**src/rtl/mem_responder.sv**
```systemverilog
// Byte-wide RAM responder for the CPU external bus: four-phase rd/wr handshake with programmable wait states.
// Optional MEM_LOADER_EN macro adds a preload write port that yields to CPU traffic.
module mem_responder #(
   parameter int unsigned AW          = 8,
   parameter int unsigned WAIT_STATES = 1
) (
   input  logic          clk,
   input  logic          rst,
   input  logic [15:0]   addr,
   input  logic [7:0]    wdata,
   input  logic          rd,
   input  logic          wr,
`ifdef MEM_LOADER_EN
   input  logic          ld_we,
   input  logic [AW-1:0] ld_addr,
   input  logic [7:0]    ld_wdata,
   output logic          ld_busy,
`endif
   output logic [7:0]    rdata,
   output logic          ack,
   output logic          err,
   output logic          busy
);

   localparam int unsigned DEPTH = 2 ** AW;
   localparam int unsigned WCW   = 3;

   typedef enum logic [1:0] {
      S_IDLE,
      S_WAIT,
      S_DONE,
      S_HOLD
   } state_t;

   state_t          state_q, state_d;
   logic [WCW-1:0]  wcnt_q, wcnt_d;
   logic [15:0]     addr_q, addr_d;
   logic [7:0]      wdata_q, wdata_d;
   logic            rd_q, rd_d;
   logic            wr_q, wr_d;
   logic [7:0]      rdata_q, rdata_d;
   logic            ack_q, ack_d;
   logic            err_q, err_d;
   logic            busy_q, busy_d;

   logic [7:0]      mem [DEPTH];
   logic            mem_we_c;
   logic [AW-1:0]   mem_waddr_c;
   logic [7:0]      mem_wdata_c;

   logic            req_c;
   logic            oor_c;
   logic            both_c;
   logic            illegal_c;

   assign req_c     = rd | wr;
   assign oor_c     = (addr_q >> AW) != 16'd0;
   assign both_c    = rd_q & wr_q;
   assign illegal_c = oor_c | both_c;

   // Next-state, datapath and RAM write-port selection
   always_comb begin
      state_d     = state_q;
      wcnt_d      = wcnt_q;
      addr_d      = addr_q;
      wdata_d     = wdata_q;
      rd_d        = rd_q;
      wr_d        = wr_q;
      rdata_d     = rdata_q;
      ack_d       = 1'b0;
      err_d       = 1'b0;
      busy_d      = busy_q;
      mem_we_c    = 1'b0;
      mem_waddr_c = addr_q[AW-1:0];
      mem_wdata_c = wdata_q;
`ifdef MEM_LOADER_EN
      ld_busy     = (state_q != S_IDLE) | rd | wr;
`endif

      case (state_q)
         S_IDLE: begin
            if (req_c) begin
               addr_d  = addr;
               wdata_d = wdata;
               rd_d    = rd;
               wr_d    = wr;
               busy_d  = 1'b1;
               wcnt_d  = '0;
               state_d = (WAIT_STATES > 0) ? S_WAIT : S_DONE;
            end
         end
         S_WAIT: begin
            if (wcnt_q == WCW'(WAIT_STATES - 1)) begin
               state_d = S_DONE;
            end else begin
               wcnt_d = wcnt_q + WCW'(1);
            end
         end
         S_DONE: begin
            ack_d  = 1'b1;
            err_d  = illegal_c;
            wcnt_d = '0;
            if (!illegal_c) begin
               if (wr_q) begin
                  mem_we_c = 1'b1;
               end else if (rd_q) begin
                  rdata_d = mem[addr_q[AW-1:0]];
               end
            end else if (oor_c && rd_q && !wr_q) begin
               rdata_d = 8'h00;
            end
            // A request already dropped during WAIT skips HOLD entirely
            if (req_c) begin
               state_d = S_HOLD;
            end else begin
               state_d = S_IDLE;
               busy_d  = 1'b0;
            end
         end
         S_HOLD: begin
            if (!req_c) begin
               state_d = S_IDLE;
               busy_d  = 1'b0;
            end
         end
         default: begin
            state_d = S_IDLE;
            busy_d  = 1'b0;
         end
      endcase

`ifdef MEM_LOADER_EN
      // Loader only reaches the RAM while the CPU side is completely quiet
      if (ld_we && !ld_busy) begin
         mem_we_c    = 1'b1;
         mem_waddr_c = ld_addr;
         mem_wdata_c = ld_wdata;
      end
`endif
   end

   always_ff @(posedge clk or negedge rst) begin
      if (!rst) begin
         state_q <= S_IDLE;
         wcnt_q  <= '0;
         addr_q  <= '0;
         wdata_q <= '0;
         rd_q    <= 1'b0;
         wr_q    <= 1'b0;
         rdata_q <= 8'h00;
         ack_q   <= 1'b0;
         err_q   <= 1'b0;
         busy_q  <= 1'b0;
      end else begin
         state_q <= state_d;
         wcnt_q  <= wcnt_d;
         addr_q  <= addr_d;
         wdata_q <= wdata_d;
         rd_q    <= rd_d;
         wr_q    <= wr_d;
         rdata_q <= rdata_d;
         ack_q   <= ack_d;
         err_q   <= err_d;
         busy_q  <= busy_d;
      end
   end

   // RAM is not reset; reset returns the FSM to IDLE so an uncommitted write never lands
   always_ff @(posedge clk) begin
      if (mem_we_c) begin
         mem[mem_waddr_c] <= mem_wdata_c;
      end
   end

   assign rdata = rdata_q;
   assign ack   = ack_q;
   assign err   = err_q;
   assign busy  = busy_q;

endmodule

```
**config.mk**
```make
export PLATFORM = sky130hd
export DESIGN_NAME = mem_responder
export DESIGN_NICKNAME = d
export VERILOG_FILES = /design/src/rtl/mem_responder.sv
export SDC_FILE = /design/constraint.sdc
export NUM_CORES = 2
export LEC_CHECK = 0
export ABC_AREA = 0
export BUFFER_PORTS_ARGS = -buffer_cell sky130_fd_sc_hd__buf_2
export CORE_MARGIN = 2
export CORE_UTILIZATION = 53
export CTS_BUF_LIST = sky130_fd_sc_hd__clkbuf_4 sky130_fd_sc_hd__clkbuf_8 sky130_fd_sc_hd__clkbuf_16
export CTS_CLUSTER_SIZE = 24
export DETAILED_ROUTE_END_ITERATION = 8
export PLACE_DENSITY_LB_ADDON = 0.1
export SLEW_MARGIN = 20
export SYNTH_ARGS = -nofsm -noshare
export SYNTH_HDL_FRONTEND = slang
export SYNTH_SLANG_ARGS = --single-unit
```
**constraint.sdc**
```tcl
create_clock -name clk -period 8.1 [get_ports clk]
set_input_delay 0 -clock clk [delete_from_list [all_inputs] [get_ports clk]]
set_output_delay 0 -clock clk [all_outputs]
set_load 0.005 [all_outputs]
```
==> flow_summary_export.csv <==
group,metric,value,unit
clock_tree,cts.root.buffer_cell,"clkbuf_16",
timing,fmax,225,MHz
yosys,synth-xor-area-share,0,%
yosys,muxShareOfSynthArea,14.9,%
die,die_h,396,µm
critical_path,arrival,5080,ps
yosys,async_flop_share,2.01,%
clock_tree,h-tree-depth,4,
yosys,synthAdderAreaFrac,0.0308,%
yosys,post_synth_instance_area,0.0813,mm²
yosys,synth_commonest_cells,"edfxtp_1, mux4_2, nor2_1",
yosys,post-synth-top-area-cell,"edfxtp_1",
grt,grt_pass1_wl,290000,µm
critical_path,reg2reg_slack,3650,ps
yosys,ys_seq_elements,2090,
die,dieWidth,396,µm
power,power_density,367,mW/mm²
routing,final_antenna_net_count,0,
power,switching_share,33.0,%
yosys,synth.area.top_cells,"edfxtp_1, mux4_2, mux2i_1",
timing,setup_violations,0,
yosys,synth_compound_area_share,3.26,%
yosys,synth-edff-count,2048,
routing,drc,0,
critical_path,start_kind,"flop",
status,outcome,"completed",
die,rows,143,
power,p_leak,28.5,nW
clock_tree,clock_latency,840,ps
finish,final_cell_area,0.0908,mm²
grt,grt_overflow,0,
yosys,synth_top_family_by_area,"multiplexers",
critical_path,end_kind,"flop",
grt,grt_max_degree,208,
yosys,synth_nets,3999,
die,io-pin-count,39,
clock_tree,numCtsBuffers,205,
yosys,postSynthCellCount,3969,
timing,finalCriticalPeriod,4450,ps
clock_tree,cts_resized,0,
timing,setup_tns,0,ps
yosys,syn-mean-instance-area,20.5,µm²
timing,period_share,54.9,%
power,power,33.3,mW
grt,groute.usage.overall,25.9,%
yosys,seq_area_frac_synth,76.9,%
clock_tree,clock_path_buffers,3,
routing,dr.pass1.iters,7,
yosys,yosysMostFrequentCell,"edfxtp_1",
routing,wl,201000,µm
die,start_util,53.5,%
yosys,ys_types,60,
clock_tree,path_clk_slew,60,ps
routing,drt_iter0_drc,4502,
place,hpwl,119000,µm
power,clkPwrFrac,28.5,%
clock_tree,cts_sinks,2090,
place,io_buffer_count,38,
finish,area_delta_synth_final,11.7,%
yosys,ys.flop_type,"edfxtp_1",
yosys,ys_warn_count,0,
routing,num_vias,39800,
hold_path,hp-class,"in -> reg",
yosys,synth-simple-area-share,3.20,%
routing,post_drt_wl_per_cell,32.0,µm
timing,rsz0062_at_grt,"no",
power,combPwrFrac,29.0,%
finish,drive_gt1_share,22.8,%
critical_path,path_max_fanout,42,
routing,viasPerCell,6.31,
grt,grt_pass1_vias,39800,
die,die_area,0.157,mm²
timing,drv_slew,0,
power,switchingPower,11.0,mW
critical_path,path_class,"reg -> reg",
critical_path,crit_required,8730,ps
finish,nets,4127,
timing,tightest_slew,1180,ps
flow_run,max_cap_viol_count,0,
grt,antenna_found_initial,5,
power,power.internal,22.3,mW
place,gp_congestion,0.902,
timing,hold_viol_final,0,
clock_tree,cts_tree,"done",
place,place_area,0.0835,mm²
timing,fin_skew,32.7,ps
timing,slew_headroom,19.9,%
power,peakVddDrop,296,µV
yosys,synth_top_cell_area_share,75.6,%
power,power.share.sequential,42.5,%
die,core,0.152,mm²
## placed cells by master (no fill, tap or decap), types with 7 or more instances in the layout
cell type      Yosys  final
clkbuf_4           1     35
o22ai_1           18     18
o21a_1             8      8
dfrtp_1           42     28
a211oi_1           9      9
a221oi_1          22     22
a31oi_1           31     31
clkinv_2           0     46
buf_4             44     62
nand2_1          140    130
o311ai_0          14      8
a21o_1            10     10
dfrtp_4            0     11
edfxtp_1        2048   2048
o2111ai_1         15     15
mux4_2           431    431
bufinv_16          0     19
o21ai_0           17     17
mux2_2            43     43
clkbuf_16          0    210
nand4_1           22     22
clkinv_1           0     47
a22oi_1          130    130
nand3_1           80     76
inv_1             12     10
a22o_1             9      9
o221ai_1          22     22
dlygate4sd3_1      0     50
or4_1              7      7
nor2_1           303    301
buf_2             58     39
a21oi_1           28     28
nand2_2            0      8
mux2i_1          188    188
buf_12             2     10
clkinvlp_4         0      8
nor4_1            10     10
## kinds of logic after synthesis
logic type | Yosys count
flip-flops | 2090
adder cells (fa/ha/maj) | 2
AO/OA/AOI/OAI | 356
buffers and inverters | 254
multiplexers | 663
AND/OR/NAND/NOR | 604
## worst max-delay path: stages (launching register included)
cell	delay, ps
dfrtp_4	560
buf_4	690
buf_4	610
mux4_2	580
nand2_1	80
a21oi_1	80
or4_1	570
a221oi_1	840
a221oi_1	220
## through the flow
step                      cells  setup WS, ps  util [%]  hold WS, ps
after detailed placement   5868          3570      54.9          153
after floorplan            3969          4120         -         -296
after CTS                  6296          3560      59.7         2.20
after global placement     5868          3480      54.9          161
final                      6299          3650      59.7         48.9
after global routing       6298          3370      59.7         27.2
## cell type report
| type | instances | area, µm² |
|---|---|---|
| antenna | 1 | 2.50 |
| clock inverter | 130 | 1200 |
| sequential | 2090 | 62600 |
| multi-input combinational | 1625 | 17500 |
| fill | 11000 | 61200 |
| tap | 2030 | 2540 |
| timing repair buffer | 162 | 1390 |
| inverter | 13 | 50.0 |
| clock buffer | 248 | 5560 |
## per-layer routing
metal / share of wire, % / wire length (µm) / global-route usage [%] / vias to the layer above
li1: - / - / - / 16800
met1: 42 / 84400 / 37.8 / 21100
met2: 48 / 96100 / 40.3 / 1599
met3: 7.7 / 15500 / 5.10 / 291
met4: 2.7 / 5350 / 7.28 / 2
met5: 0.0060 / 12 / 0 / -
## state kept, by name, indices dropped and copies added (netlist names)
| name | cells |
|---|---|
| rdata | 8 |
| mem_wdata_c | 8 |
| addr_q | 16 |
| busy | 1 |
| wcnt_q | 3 |
| mem | 2048 |
| err | 1 |
| rd_q | 1 |
| state_q | 2 |
| ack | 1 |
| wr_q | 1 |
## what timing repair did
action / in CTS / in global routing
setup endpoints to repair: 0 / 0
hold buffers: 50 / 0
buffers inserted: 0 / 0
endpoints found under the hold margin: 74 / 0
## worst paths after layout
check | start | endpoint | cells past startpoint
max reg2reg | addr_q[0]$_DFFE_PN0P_ | rdata[0]$_DFFE_PN0P_ | 8
min | addr[1] | addr_q[1]$_DFFE_PN0P_ | 3
max in group asynchronous | rst | addr_q[0]$_DFFE_PN0P_ | 4
max | addr_q[0]$_DFFE_PN0P_ | rdata[0]$_DFFE_PN0P_ | 8
min reg2reg | addr_q[11]$_DFFE_PN0P_ | addr_q[11]$_DFFE_PN0P_ | 1
min in group asynchronous | rst | mem_wdata_c[5]$_DFFE_PN0P_ | 4
## power by group through the flow
stage | clock (mW) | sequential (mW) | combinational, mW
floorplan | 0 | 14.9 | 5.51
global placement | 0 | 14.4 | 9.59
detailed placement | 0 | 14.4 | 9.65
CTS | 9.63 | 14.2 | 9.69
global route | 10.0 | 14.2 | 10.1
finish | 9.49 | 14.2 | 9.66
(Power assumes the default switching activity.)
